### config.mk
export PLATFORM = sky130hd
export DESIGN_NAME = output_argmax
export DESIGN_NICKNAME = d
export VERILOG_FILES = /design/src/rtl/output_argmax.sv
export SDC_FILE = /design/constraint.sdc
export NUM_CORES = 1
export LEC_CHECK = 0
export BUFFER_PORTS_ARGS = -buffer_cell sky130_fd_sc_hd__buf_2
export CORE_ASPECT_RATIO = 0.6
export CORE_UTILIZATION = 57
export CTS_CLUSTER_SIZE = 40
export DETAILED_ROUTE_END_ITERATION = 7
export GPL_TIMING_DRIVEN = 0
export PLACE_DENSITY = 0.8
export SLEW_MARGIN = 20
export SYNTH_ARGS = -nofsm -noshare
export SYNTH_HDL_FRONTEND = slang
export SYNTH_SLANG_ARGS = --single-unit
export TNS_END_PERCENT = 5
### constraint.sdc
create_clock -name iCLK -period 9.7 [get_ports iCLK]
set_clock_uncertainty 0.2 [all_clocks]
set_input_delay 1.455 -clock iCLK [delete_from_list [all_inputs] [get_ports iCLK]]
set_output_delay 1.455 -clock iCLK [all_outputs]
set_load 0.02 [all_outputs]
### src/rtl/output_argmax.sv
// output_argmax: sequential argmax over one vector of NO signed scores.
// A vector is taken on the AM handshake and scanned one element per cycle.
// The winning index and its score are then presented on the BM handshake.
// Optional feature macro: ARGMAX_HIT_COUNT_EN adds a label input and a
// saturating count of correct predictions.
module output_argmax #(
   parameter int unsigned NO = 2,
   parameter int unsigned WO = 11,
`ifdef ARGMAX_HIT_COUNT_EN
   parameter int unsigned WC = 16,
`endif
   localparam int unsigned WI = (NO > 1) ? $clog2(NO) : 1
)(
   input  logic             iCLK,
   input  logic             iRST,
   input  logic             iValid_AM_Output,
   output logic             oReady_AM_Output,
   input  logic [NO*WO-1:0] iData_AM_Output,
   output logic             oValid_BM_Class,
   input  logic             iReady_BM_Class,
   output logic [WI-1:0]    oData_BM_Class,
   output logic [WO-1:0]    oData_BM_Max
`ifdef ARGMAX_HIT_COUNT_EN
   ,
   input  logic [WI-1:0]    iData_AM_Label,
   output logic [WC-1:0]    oHitCount
`endif
);

   localparam int unsigned CW = WI + 1;

   localparam logic [1:0] S_IDLE = 2'd0;
   localparam logic [1:0] S_SCAN = 2'd1;
   localparam logic [1:0] S_HOLD = 2'd2;

   logic [1:0]            state_q, state_d;
   logic [NO*WO-1:0]      vec_q, vec_d;
   logic signed [WO-1:0]  best_q, best_d;
   logic [WI-1:0]         idx_q, idx_d;
   logic [CW-1:0]         cnt_q, cnt_d;
   logic                  ready_d, valid_d;
   logic [WI-1:0]         class_d;
   logic [WO-1:0]         max_d;

`ifdef ARGMAX_HIT_COUNT_EN
   logic [WI-1:0]         label_q, label_d;
   logic [WC-1:0]         hit_d;
`endif

   logic signed [WO-1:0]  elem [NO];
   logic signed [WO-1:0]  cur_elem;
   logic signed [WO-1:0]  in_elem0;
   logic                  cur_wins;
   logic signed [WO-1:0]  win_best;
   logic [WI-1:0]         win_idx;

   // Unpack the registered vector into individually addressable scores.
   for (genvar g = 0; g < NO; g++) begin : g_elem
      assign elem[g] = vec_q[g*WO +: WO];
   end

   assign in_elem0 = iData_AM_Output[WO-1:0];

   // Next-state and next-output logic; every target gets its hold value first.
   always_comb begin
      state_d = state_q;
      vec_d   = vec_q;
      best_d  = best_q;
      idx_d   = idx_q;
      cnt_d   = cnt_q;
      ready_d = oReady_AM_Output;
      valid_d = oValid_BM_Class;
      class_d = oData_BM_Class;
      max_d   = oData_BM_Max;
`ifdef ARGMAX_HIT_COUNT_EN
      label_d = label_q;
      hit_d   = oHitCount;
`endif

      // Element currently addressed by the scan counter.
      cur_elem = '0;
      for (int unsigned i = 0; i < NO; i++) begin
         if (cnt_q == CW'(i)) cur_elem = elem[i];
      end

      // Strict greater-than keeps the earliest index on ties.
      cur_wins = (cur_elem > best_q);
      win_best = cur_wins ? cur_elem : best_q;
      win_idx  = cur_wins ? WI'(cnt_q) : idx_q;

      case (state_q)
         S_IDLE: begin
            ready_d = 1'b1;
            if (iValid_AM_Output && oReady_AM_Output) begin
               vec_d   = iData_AM_Output;
               best_d  = in_elem0;
               idx_d   = '0;
               cnt_d   = CW'(1);
               ready_d = 1'b0;
`ifdef ARGMAX_HIT_COUNT_EN
               label_d = iData_AM_Label;
`endif
               if (NO == 1) begin
                  // A single score is its own maximum; skip the scan.
                  state_d = S_HOLD;
                  valid_d = 1'b1;
                  class_d = '0;
                  max_d   = in_elem0;
               end else begin
                  state_d = S_SCAN;
               end
            end
         end

         S_SCAN: begin
            best_d = win_best;
            idx_d  = win_idx;
            cnt_d  = cnt_q + CW'(1);
            if (cnt_q == CW'(NO - 1)) begin
               state_d = S_HOLD;
               valid_d = 1'b1;
               class_d = win_idx;
               max_d   = win_best;
            end
         end

         S_HOLD: begin
            if (iReady_BM_Class) begin
               state_d = S_IDLE;
               valid_d = 1'b0;
               ready_d = 1'b1;
`ifdef ARGMAX_HIT_COUNT_EN
               // Saturating count of results that matched their label.
               if ((oData_BM_Class == label_q) && (oHitCount != {WC{1'b1}}))
                  hit_d = oHitCount + WC'(1);
`endif
            end
         end

         default: begin
            state_d = S_IDLE;
            ready_d = 1'b0;
            valid_d = 1'b0;
         end
      endcase
   end

   // State and registered outputs; reset aborts any scan in progress.
   always_ff @(posedge iCLK or posedge iRST) begin
      if (iRST) begin
         state_q          <= S_IDLE;
         vec_q            <= '0;
         best_q           <= '0;
         idx_q            <= '0;
         cnt_q            <= '0;
         oReady_AM_Output <= 1'b0;
         oValid_BM_Class  <= 1'b0;
         oData_BM_Class   <= '0;
         oData_BM_Max     <= '0;
`ifdef ARGMAX_HIT_COUNT_EN
         label_q          <= '0;
         oHitCount        <= '0;
`endif
      end else begin
         state_q          <= state_d;
         vec_q            <= vec_d;
         best_q           <= best_d;
         idx_q            <= idx_d;
         cnt_q            <= cnt_d;
         oReady_AM_Output <= ready_d;
         oValid_BM_Class  <= valid_d;
         oData_BM_Class   <= class_d;
         oData_BM_Max     <= max_d;
`ifdef ARGMAX_HIT_COUNT_EN
         label_q          <= label_d;
         oHitCount        <= hit_d;
`endif
      end
   end

endmodule

==> run summary <==
Ranking of synthesized cells by area -> dfrtp_1 (48%), mux2_2 (9.2%), ha_1 (6.0%), nand2_1 (5.7%), a221o_1 (4.1%)
Vias -> 2112
Placement Setup Slack -> 5.91 ns
Placer congestion estimate -> 0.899
Drt total wl -> 6010 um
EDFF count, synth -> 0
FF-to-FF path depth -> 12
WS Path Type -> reg -> reg
Cts repair resizes -> 0
Crit-path cells -> inv_1 > ha_1 > clkbuf_1 > clkbuf_1 > o21ai_0 > ha_1 > nand3_2 > a211o_1 > and3_1 > nor3_1 > buf_6 > mux2i_1
CP required -> 9.74 ns
Largest area contributor in the netlist -> dfrtp_1
CTS Sinks -> 52
Outcome -> finished, final reports clean
Max Fclk -> 0.256 GHz
Placed Cells -> 364
Sum Neg Setup Slack -> 0 ns
Final Critical Period -> 3.91 ns
Share of layout cells above drive strength 1 -> 26.3%
Tcrit/Tclk final -> 40.3%
Hold_ws -> 0.279 ns
Grt ovf -> 0
DR iter-0 viols -> 196
Final Hold Vio Count -> 0
Number of core rows -> 18
Ant diodes -> 0
Die W -> 91.0 um
Crit path to -> idx_q
Pre-Repair DR Iteration Count -> 5
Vias in the first global route -> 1933
Layout Cells excl Fill -> 372
Die extent in y -> 55.4 um
Clock transition at the registers of the reported paths -> 0.09 ns
P&R area growth vs syn -> 14.1%
Vias/cell -> 5.68
Post-synth top flop -> dfrtp_1
Critical path launch point type -> register
Sequential share of the synthesized area -> 48.1%
Final HPWL DP -> 4490 um
Final worst slack -> 5.79 ns
Total CTS buffers -> 5
Reg-to-Reg End -> idx_q
RSZ-0062 raised after global routing -> false
WL per Instance -> 16.2 um
Core footprint -> 4320 um2
CP max stage cell -> nor3_1
CP Max Fanout -> 10
CP Capture Type -> register
Synth top area share -> 48.1%
Syn_nets -> 303
Critical Path AT -> 3.94 ns
Worst-margin pin slew -> 0.582 ns
Die area -> 5040 um2
Synth Cell Area -> 2710 um2
Final setup violation count -> 0
Synth Register Bits -> 52
CTS Root Cell -> clkbuf_8
Number of port buffers -> 39
Ys async rst share -> 100%
Overall Global Routing Usage -> 26.0%
Largest net degree at the start of global routing -> 36
Post-DRT Antenna Nets -> 0
# IOs -> 40
Final Slew Violations -> 0
Worst-Skew Late Latency -> 0.31 ns
Yosys Warn Count -> 0
Crit. Startpoint -> cnt_q[1]
Max_cap viols -> 0
Worst reg2reg startpoint -> cnt_q[1]
Slowest cell delay on critical path -> 0.50 ns
Initial Utilization -> 62.6%
Global-route wire length before repair -> 10100 um
Hold WC Path Type -> reg -> reg
Antenna violations before repair -> 0
Synth Instances -> 264
TritonCTS clock tree -> yes
Syn_area_per_cell -> 10.3 um2
Layout net count -> 350
Hold_buf cts -> 0
Number of remaining DRC errors -> 0
Setup Fix Bufs, Post-CTS -> 0
Yosys cell types -> 35
Worst reg-to-reg setup slack -> 5.79 ns
CTS H-tree lvls -> 2
Rel. slew slack -> 60.9%
Clock buffer depth -> 2
==> flip-flops by register name, indices dropped and copies added (netlist names) <==
name and flops:
vec_q 22, best_q 11, idx_q 1, oValid_BM_Class 1
oData_BM_Class 1, oReady_AM_Output 1, cnt_q 2, state_q 2
oData_BM_Max 11
==> area by class of cell <==
cell class                 instances  area, um2
sequential                        52       1300
multi-input combinational        180       1260
fill                             334       1240
timing repair buffer              40        215
clock buffer                       8       90.1
buffer                            17       85.1
tap                               60       75.1
inverter                          15       56.3
==> cell families (layout without fill, tap and decap cells) <==
| kind of cell | count (synthesis) | in the layout | share of synthesized area, % |
|---|---|---|---|
| AND/OR/NAND/NOR | 80 | 80 | 14.8 |
| adder cells (fa/ha/maj) | 13 | 13 | 6.01 |
| AO/OA/AOI/OAI | 64 | 64 | 16.4 |
| flip-flops | 52 | 52 | 48.1 |
| multiplexers | 23 | 23 | 9.52 |
| buffers and inverters | 32 | 80 | 5.22 |
==> worst max-delay path: cells and delay by family, from the launching register on <==
kind	cells	cell delay (ns)
buffers and inverters	4	1.06
AND/OR/NAND/NOR	3	0.79
multiplexers	1	0.19
adder cells (fa/ha/maj)	2	0.56
flip-flops	1	0.37
AO/OA/AOI/OAI	2	0.65
==> metrics by stage <==
stage                     util (%)  cell area [um2]
after floorplan                  -             2710
after global placement        68.8             2980
after detailed placement      69.3             3000
after CTS                     71.4             3090
after global routing          71.4             3090
final                         71.4             3090
==> how the worst min path moves through the flow <==
stage	start	slack, ns	end	cells after the start
2_1_floorplan	vec_q[0]	0.28	vec_q[0]	1
3_3_place_gp	oData_BM_Max[9]	0.26	oData_BM_Max[9]	2
3_5_place_dp	oData_BM_Max[6]	0.27	oData_BM_Max[6]	2
4_1_cts	oData_BM_Max[6]	0.28	oData_BM_Max[6]	2
5_1_grt	oData_BM_Max[9]	0.30	oData_BM_Max[9]	2
6_report	oData_BM_Max[9]	0.28	oData_BM_Max[9]	2
==> cell usage after synthesis, types with 5 or more instances <==
| cell type | count |
|---|---|
| nor3_1 | 13 |
| a21oi_1 | 19 |
| mux2_2 | 22 |
| dfrtp_1 | 52 |
| nand2_1 | 41 |
| buf_2 | 5 |
| a221o_1 | 11 |
| clkbuf_1 | 10 |
| o31ai_1 | 12 |
| and2_1 | 11 |
| inv_1 | 15 |
| o21ai_0 | 14 |
| ha_1 | 13 |
==> layout by cell type, fill, tap and decap left out, drive strengths merged, types with 2 or more instances in the layout <==
cell,synthesis,routed
and2,12,12
nor2b,2,2
nor3,13,13
a31oi,2,2
o21ai,14,14
dfrtp,52,52
nand2,42,42
nand2b,2,2
ha,13,13
o31ai,12,12
a221o,11,11
a21oi,19,19
clkbuf,10,18
buf,7,47
mux2,22,22
o21bai,2,2
nand3,2,2
inv,15,15
==> metal layers <==
layer  track usage, %  share of wire [%]  vias to the layer above
met4             8.16                1.3                        0
li1                 -                  -                     1027
met5                0                  0                        -
met1             42.7                 54                      989
met2             33.9                 38                       88
met3             4.55                7.1                        8
Power is left out: the tool's default activity adds up to more than one toggle a clock period on the data nets, which glitch-free logic cannot reach.
